--- config.mk ---
export PLATFORM = sky130hd
export DESIGN_NAME = mem_arbiter
export DESIGN_NICKNAME = d
export VERILOG_FILES = /design/src/rtl/mem_arbiter_pkg.sv /design/src/rtl/wait_timer.sv /design/src/rtl/mem_arbiter.sv
export SDC_FILE = /design/constraint.sdc
export NUM_CORES = 1
export LEC_CHECK = 0
export ABC_CLOCK_PERIOD_IN_PS = 2430
export BUFFER_PORTS_ARGS = -buffer_cell sky130_fd_sc_hd__buf_2
export CAP_MARGIN = 25
export CORE_ASPECT_RATIO = 2
export CORE_MARGIN = 3
export CORE_UTILIZATION = 40
export CTS_CLUSTER_SIZE = 40
export DETAILED_ROUTE_END_ITERATION = 7
export PLACE_DENSITY_LB_ADDON = 0.25
export SLEW_MARGIN = 20
export SYNTH_ARGS = -nofsm -noshare
export SYNTH_HDL_FRONTEND = slang
export SYNTH_SLANG_ARGS = --single-unit
--- constraint.sdc ---
create_clock -name clk -period 2.43 [get_ports clk]
set_input_delay 0.729 -clock clk [delete_from_list [all_inputs] [get_ports clk]]
set_output_delay 0.729 -clock clk [all_outputs]
set_load 0.005 [all_outputs]
--- src/rtl/mem_arbiter_pkg.sv ---
// Shared types and defaults for the instruction-fetch / load-store memory arbiter.
package mem_arbiter_pkg;

    typedef enum logic [1:0] {
        IDLE   = 2'b00,
        IF_ACC = 2'b01,
        LS_ACC = 2'b10
    } arb_state_e;

    localparam int DEF_DATA_W = 16;
    localparam int DEF_ADDR_W = 16;
    localparam int WAIT_CNT_W = 4;

endpackage

--- src/rtl/wait_timer.sv ---
// Counts memory wait cycles of the current access; expire_o flags the last allowed wait cycle.
// Purely combinational compare on a registered count; no backpressure of its own.
module wait_timer
    import mem_arbiter_pkg::*;
#(
    parameter int WAIT_MAX = 15
) (
    input  logic clk,
    input  logic reset,
    input  logic clr_i,
    input  logic inc_i,
    output logic expire_o
);

    localparam logic [WAIT_CNT_W-1:0] LAST_WAIT = WAIT_CNT_W'(WAIT_MAX - 1);

    logic [WAIT_CNT_W-1:0] cnt_q;
    logic [WAIT_CNT_W-1:0] cnt_d;

    always_comb begin
        cnt_d = cnt_q;
        if (clr_i) begin
            cnt_d = '0;
        end else if (inc_i) begin
            cnt_d = cnt_q + 1'b1;
        end
    end

    always_ff @(posedge clk or negedge reset) begin
        if (!reset) begin
            cnt_q <= '0;
        end else begin
            cnt_q <= cnt_d;
        end
    end

    // This cycle would be wait number WAIT_MAX: abort at the coming edge.
    assign expire_o = inc_i && (cnt_q == LAST_WAIT);

endmodule

--- src/rtl/mem_arbiter.sv ---
// Two-requester (fetch / load-store) arbiter onto one memory port; grant one cycle after request, done one cycle after mem_ready.
// Requesters hold req until done; memory stalls via mem_ready, bounded by WAIT_MAX wait cycles then bus_err.
module mem_arbiter
    import mem_arbiter_pkg::*;
#(
    parameter int DATA_W   = DEF_DATA_W,
    parameter int ADDR_W   = DEF_ADDR_W,
    parameter int WAIT_MAX = 15
) (
    input  logic              clk,
    input  logic              reset,
    input  logic              if_req,
    input  logic [ADDR_W-1:0] if_addr,
    output logic              if_done,
    output logic [DATA_W-1:0] if_rdata,
    input  logic              ls_req,
    input  logic              ls_we,
    input  logic [ADDR_W-1:0] ls_addr,
    input  logic [DATA_W-1:0] ls_wdata,
    output logic              ls_done,
    output logic [DATA_W-1:0] ls_rdata,
    output logic              mem_en,
    output logic              mem_rw,
    output logic [ADDR_W-1:0] mem_addr,
    output logic [DATA_W-1:0] mem_wdata,
    input  logic              mem_ready,
    input  logic [DATA_W-1:0] mem_rdata,
    output logic              bus_err
);

    arb_state_e        state_q, state_d;
    logic              mem_en_q, mem_en_d;
    logic              mem_rw_q, mem_rw_d;
    logic [ADDR_W-1:0] mem_addr_q, mem_addr_d;
    logic [DATA_W-1:0] mem_wdata_q, mem_wdata_d;
    logic              if_done_q, if_done_d;
    logic              ls_done_q, ls_done_d;
    logic              bus_err_q, bus_err_d;
    logic [DATA_W-1:0] if_rdata_q, if_rdata_d;
    logic [DATA_W-1:0] ls_rdata_q, ls_rdata_d;
    logic              last_ls_q, last_ls_d;

    logic req_if, req_ls, grant_ls;
    logic timer_clr, timer_expire;

    wait_timer #(
        .WAIT_MAX (WAIT_MAX)
    ) u_wait_timer (
        .clk      (clk),
        .reset    (reset),
        .clr_i    (timer_clr),
        .inc_i    (mem_en_q & ~mem_ready),
        .expire_o (timer_expire)
    );

    always_comb begin
        state_d     = state_q;
        mem_en_d    = mem_en_q;
        mem_rw_d    = mem_rw_q;
        mem_addr_d  = mem_addr_q;
        mem_wdata_d = mem_wdata_q;
        if_done_d   = 1'b0;
        ls_done_d   = 1'b0;
        bus_err_d   = 1'b0;
        if_rdata_d  = if_rdata_q;
        ls_rdata_d  = ls_rdata_q;
        last_ls_d   = last_ls_q;
        timer_clr   = 1'b0;
        // A requester still shows req in its own done cycle; mask it so it is not re-granted.
        req_if      = if_req & ~if_done_q;
        req_ls      = ls_req & ~ls_done_q;
        grant_ls    = req_ls & (~req_if | ~last_ls_q);

        case (state_q)
            IDLE: begin
                if (grant_ls) begin
                    state_d     = LS_ACC;
                    mem_en_d    = 1'b1;
                    mem_rw_d    = ls_we;
                    mem_addr_d  = ls_addr;
                    mem_wdata_d = ls_we ? ls_wdata : '0;
                    timer_clr   = 1'b1;
                end else if (req_if) begin
                    state_d     = IF_ACC;
                    mem_en_d    = 1'b1;
                    mem_rw_d    = 1'b0;
                    mem_addr_d  = if_addr;
                    mem_wdata_d = '0;
                    timer_clr   = 1'b1;
                end
            end
            IF_ACC, LS_ACC: begin
                if (mem_ready || timer_expire) begin
                    state_d     = IDLE;
                    mem_en_d    = 1'b0;
                    mem_rw_d    = 1'b0;
                    mem_addr_d  = '0;
                    mem_wdata_d = '0;
                    bus_err_d   = ~mem_ready;
                    last_ls_d   = (state_q == LS_ACC);
                    if (state_q == IF_ACC) begin
                        if_done_d  = 1'b1;
                        if_rdata_d = mem_ready ? mem_rdata : '0;
                    end else begin
                        ls_done_d = 1'b1;
                        if (!mem_rw_q) begin
                            ls_rdata_d = mem_ready ? mem_rdata : '0;
                        end
                    end
                end
            end
            default: begin
                state_d  = IDLE;
                mem_en_d = 1'b0;
            end
        endcase
    end

    always_ff @(posedge clk or negedge reset) begin
        if (!reset) begin
            state_q     <= IDLE;
            mem_en_q    <= 1'b0;
            mem_rw_q    <= 1'b0;
            mem_addr_q  <= '0;
            mem_wdata_q <= '0;
            if_done_q   <= 1'b0;
            ls_done_q   <= 1'b0;
            bus_err_q   <= 1'b0;
            if_rdata_q  <= '0;
            ls_rdata_q  <= '0;
            last_ls_q   <= 1'b0;
        end else begin
            state_q     <= state_d;
            mem_en_q    <= mem_en_d;
            mem_rw_q    <= mem_rw_d;
            mem_addr_q  <= mem_addr_d;
            mem_wdata_q <= mem_wdata_d;
            if_done_q   <= if_done_d;
            ls_done_q   <= ls_done_d;
            bus_err_q   <= bus_err_d;
            if_rdata_q  <= if_rdata_d;
            ls_rdata_q  <= ls_rdata_d;
            last_ls_q   <= last_ls_d;
        end
    end

    assign mem_en    = mem_en_q;
    assign mem_rw    = mem_rw_q;
    assign mem_addr  = mem_addr_q;
    assign mem_wdata = mem_wdata_q;
    assign if_done   = if_done_q;
    assign ls_done   = ls_done_q;
    assign bus_err   = bus_err_q;
    assign if_rdata  = if_rdata_q;
    assign ls_rdata  = ls_rdata_q;

endmodule

* After elaboration in Yosys (flattened, before gate mapping)
Cells that the tools add are included.
** Storage, ports and cells
- Register bits :: 76
- Latch bits :: 0
- RAM bits :: 0
- Bits in read-only memories :: 0
- Bits of input ports :: 70
- Memories kept :: 0
** Operators by class
- Add/subtract/negate cells :: 1
- Multiply operators :: 0
- Div/mod/pow operators :: 0
- $lt $le $gt $ge :: 0
- Eq/ne operators :: 5
- Shift operators :: 0
- Muxes and demuxes :: 33
- Bitwise operators :: 12
- Reductions and logical operators :: 11
** Operators with widths (number)
- $mux W16 :: 7
- $pmux W16 S2 :: 2
- $mux W1 :: 16
- $mux W4 :: 2
- $not A1 Y1 :: 7
- $mux W2 :: 3
- $reduce_and A3 Y1 :: 2
- $add A4 B1 Y4 const B :: 1
- $and A1 B1 Y1 :: 4
- $eq A4 B4 Y1 const B :: 1
- $pmux W1 S2 :: 2
- $pmux W2 S2 :: 1
- $reduce_and A2 Y1 :: 2
- $reduce_and A4 Y1 :: 1
- $reduce_bool A2 Y1 :: 2
- $ne A3 B3 Y1 const B :: 1
- $eq A2 B1 Y1 const B :: 1
- $eq A2 B2 Y1 const B :: 1
- $logic_not A2 Y1 :: 1
- $ne A2 B2 Y1 const B :: 1
- $reduce_or A2 Y1 :: 1
- $logic_and A1 B1 Y1 :: 1
- $logic_or A1 B1 Y1 :: 1
- $or A1 B1 Y1 :: 1

* Longest topological paths before layout
- Word-level depth :: 8
- Depth in mapped cells :: 9
- Gate-level depth less buffers :: 6

* By module
Synthesis repeated with hierarchy kept, for this count alone.
** Unflattened totals
- Cells, all modules :: 293
- Area, all modules :: 3595.9 um^2
** Modules (own cells, without submodules)
- mem_arbiter :: instances 1, cells each 273, area an instance 3373.2 um^2, seq. area each 1801.7 um^2
- wait_timer :: instances 1, cells each 20, area an instance 222.7 um^2, seq. area each 100.1 um^2

* Least setup slack after synthesis
No wires, ideal clock.
- Path type :: input port to flip-flop
- From :: input if_req
- To :: register mem_addr_q[0], in the netlist mem_addr[0]
- Library setup time :: 0.132 ns
- Arrival :: 1.769 ns
- Setup slack :: 0.529 ns
- Cell stages on the path :: 6
- Cell sequence :: nor2b_1 > a21o_1 > buf_4 > buf_2 > mux2i_1 > o2bb2ai_1
** On the way
- Longest elaborated chain between the ends :: 6
- Elaborated cells on any way between the ends :: 8
- Classes of those cells :: eq/ne: 1; mux: 2; bitwise: 4; reduce/logical: 1
** Ends and longest elaborated chain
- from (decl) :: RTL line mem_arbiter.sv:12 : input logic if_req,
- $and A1 B1 Y1 (*) :: RTL line mem_arbiter.sv:70 : req_if = if_req & ~if_done_q;
- $not A1 Y1 :: RTL line mem_arbiter.sv:72 : grant_ls = req_ls & (~req_if | ~last_ls_q);
- $or A1 B1 Y1 :: RTL line mem_arbiter.sv:72
- $and A1 B1 Y1 :: RTL line mem_arbiter.sv:72
- $ne A3 B3 Y1 (no source line) or $mux W16 (tied branches)
- $reduce_and A3 Y1 (no source line) or $pmux W16 S2 (tied branches)
- to (signal assigned) :: RTL line mem_arbiter.sv:136 : mem_addr_q <= mem_addr_d;
- to (decl) :: RTL line mem_arbiter.sv:34 : logic [ADDR_W-1:0] mem_addr_q, mem_addr_d;
Mark *: on every way between the ends. The rest lies on a longest branch, timed or not.
A chain may end at the register's enable or synchronous reset.

* Final worst setup path
- From :: register state_q[0]
- To :: register mem_wdata_q[5], in the netlist mem_wdata[5]
** On the way
- Longest elaborated chain between the ends :: 4
- Elaborated cells on any way between the ends :: 9
- Classes of those cells :: eq/ne: 4; mux: 1; reduce/logical: 4
** Ends and longest elaborated chain
- from (decl) :: RTL line mem_arbiter.sv:31 : arb_state_e state_q, state_d;
- from (signal assigned) :: RTL line mem_arbiter.sv:133 : state_q <= state_d;
- $eq A2 B2 Y1 or $eq A2 B1 Y1 (tied branches) :: RTL line mem_arbiter.sv:74 : case (state_q)
- $reduce_or A2 Y1 :: RTL line mem_arbiter.sv:74
- $ne A2 B2 Y1 (no source line) or $reduce_bool A2 Y1 (tied branches)
- $reduce_and A3 Y1 (no source line)
- to (signal assigned) :: RTL line mem_arbiter.sv:137 : mem_wdata_q <= mem_wdata_d;
- to (decl) :: RTL line mem_arbiter.sv:35 : logic [DATA_W-1:0] mem_wdata_q, mem_wdata_d;
Parallel ways exist; a longest one is shown, timed or not.

==> results.json <==
{
  "ir_worst_vdd_uv": 712,
  "synth_edf_count": 0,
  "ys_types": 33,
  "setup_tns_ps": 0,
  "core-area_mm2": 0.00743,
  "die_w_um": 68.4,
  "final_nets": 442,
  "synth_area_leaders": "dfrtp_1 61%, a22o_1 14%, mux2i_1 5.1%, o2bb2ai_1 4.5%, ha_1 2.0%",
  "place_area_mm2": 0.00389,
  "die-area_mm2": 0.00894,
  "viasPerCell": 5.20,
  "antenna_found_initial": 0,
  "intPower_mw": 3.64,
  "drt_iter0_markers": 51,
  "critPathCaptureType": "flop",
  "switching_power_mw": 1.74,
  "finalCriticalPeriod_ps": 2070,
  "slew_viol_final": 0,
  "ys_warn_count": 0,
  "combPwrFrac": 0.362,
  "slew_headroom": 0.539,
  "cts_sinks": 76,
  "cts_max_path_buffers": 2,
  "grt-ovfl-total": 0,
  "min_path_type": "input pin to async pin",
  "clk_latency_ps": 330,
  "cp_cell_sequence": "inv_1, ha_1, a211o_1, nor3_4, a22o_1",
  "power.density_cell_area_mw_per_mm2": 1280,
  "cts_root_buf": "clkbuf_16",
  "yosysTopAreaCell": "dfrtp_1",
  "fillerInstances": 629,
  "netlist_instances": 227,
  "p_seq_frac": 0.380,
  "tightestPinTransition_ps": 690,
  "ant_nets": 0,
  "critical_path.max_stage_delay_ps": 570,
  "routedWlPerCell_um": 16.5,
  "grt_max_degree": 47,
  "postSynthAreaPerCell_um2": 13.7,
  "fin_crit_sh": 0.853,
  "register_area_mm2": 0.00190,
  "die_h_um": 131,
  "p_leak_nw": 2.29,
  "sw_frac_of_total": 0.324,
  "slowest_stage": "nor3_4",
  "ys_seq_area_frac": 0.611,
  "cts_hold_buffers": 0,
  "ios": 139,
  "start_util": 0.419,
  "syn_area_mm2": 0.00311,
  "rsz0062_at_grt": "false",
  "post-cts-setup-buffers": 0,
  "htree_levels": 3,
  "synth_top_area_share": 0.611,
  "grt_pass1_wl_um": 11900,
  "diodes": 0,
  "synth_ff_type": "dfrtp_1",
  "start_kind": "flop",
  "cts_tree": "yes",
  "power_frac_clock": 0.258,
  "max_cap_viol_count": 0,
  "rows": 44,
  "crit_type": "flop to flop",
  "cts-buffers-inserted": 9,
  "path_clk_slew_ps": 60,
  "grt_pass1_vias": 2512,
  "cp_data_arrival_time_ps": 2340,
  "status": "completed",
  "required_ps": 2690,
  "skew_ps": 5.55,
  "final_area_mm2": 0.00421,
  "final_hold_viol_count": 0,
  "synthArstFlopShare": 1.00,
  "multi_input_area_mm2": 0.00109,
  "routed-via-count": 2411,
  "cp_max_fo": 17,
  "hpwl_um": 5760,
  "drive_gt1_frac": 0.454,
  "synth.ff_latch_count": 76,
  "remaining_drc_errors": 0,
  "syn_nets": 302,
  "cts_resized": 0,
  "port_buffers": 138,
  "place_congestion": 0.757,
  "area_growth_pct": 35.4,
  "grtUsageTotal": 0.179,
  "max_freq_ghz": 0.482,
  "drt-total-wl_um": 7650,
  "setup_viol": 0,
  "drt_first_pass_iters": 4
}
## per-layer routing
layer  track usage  up-vias  routed length [um]
li1              -     1127                   -
met1         0.206     1173                2900
met2         0.307      101                4060
met3        0.0393       10                 545
met4        0.0844        0                 144
met5             0        -                   0
## worst max-delay path: cells and delay by family (launching register included)
family / cells / cell delay, ps
AOI/OAI and AO/OA: 2 / 590
and+or+nand+nor: 1 / 570
adders and majority gates: 1 / 410
DFF: 1 / 370
buffers and inverters: 1 / 70
## area by class of cell
type / instances / share of cell area
inverters: 6 / 0.00534
repair buffers: 145 / 0.180
well taps: 92 / 0.0273
flip-flops and latches: 76 / 0.451
clock buffers: 13 / 0.0665
multi-input cells: 129 / 0.260
clock inverters: 3 / 0.0101
## cell usage after synthesis, types with 2 or more instances
cell,number
mux2i_1,16
nor2_1,3
xor2_1,2
o2bb2ai_1,16
inv_1,5
a21o_1,3
ha_1,5
clkbuf_1,5
nand4_1,2
nand2_1,7
nand2b_1,3
buf_6,2
nor2b_1,3
a21oi_1,6
buf_2,7
a22o_1,50
dfrtp_1,76
## through the flow
step                utilization  hold slack, ps  cells  total power, mW  setup slack [ps]
finish                    0.567             324    464             5.38               356
global route              0.567             352    464             5.75               211
CTS                       0.567             333    464             5.46               345
detailed placement        0.524             468    448             4.05               300
global placement          0.524             468    448             3.99               356
floorplan                     -             433    227             3.22               529
## path summary, 6_finish.rpt
kind	end	slack, ps	cells after the start	from
max	mem_wdata[5]	360	5	state_q[0]
min	mem_wdata[11]	320	1	reset
max in group asynchronous	u_wait_timer.cnt_q[2]	1520	2	reset
min in group clk	mem_addr[13]	480	1	mem_addr[13]
max reg2reg	mem_wdata[5]	360	5	state_q[0]
min reg2reg	mem_addr[13]	480	1	mem_addr[13]
## cell usage in the layout, fill, tap and decap left out, drive strengths merged
cell type  instances
a21oi              6
ha                 5
nor2b              3
and3               1
inv                6
dfrtp             76
nor2               3
a211o              1
nand4              2
bufinv             1
a21o               3
nand2b             4
buf              145
nand2              7
a22o              50
xnor2              1
clkbuf            13
clkinvlp           1
o2bb2ai           16
o21ai              1
or3                1
o211a              1
o32ai              1
xor2               2
clkinv             1
and4               1
nor3               2
o21bai             1
o21a               1
mux2i             16
## sequential cells by signal (all words and copies together) (netlist names), 2 cells and up
name and cells:
mem_addr 16, if_rdata 16, state_q 2, u_wait_timer.cnt_q 4, ls_rdata 16, mem_wdata 16
## logic make-up (layout without fill, tap and decap cells)
group	after synthesis	in the layout	synth area share
buffers and inverters	22	167	0.0390
DFF	76	76	0.611
xor gates and xnor gates	3	3	0.00844
AOI/OAI and AO/OA	81	81	0.221
adders and majority gates	5	5	0.0201
and+or+nand+nor	24	24	0.0486
muxes	16	16	0.0514
## power groups by stage
stage	Sequential, mW	Combinational, mW	Clock, mW
after global routing	2.11	2.17	1.47
final	2.05	1.95	1.39
after global placement	2.05	1.94	0
after detailed placement	2.04	2.00	0
after CTS	2.05	1.99	1.42
after floorplan	2.07	1.15	0
(Power assumes the default switching activity.)
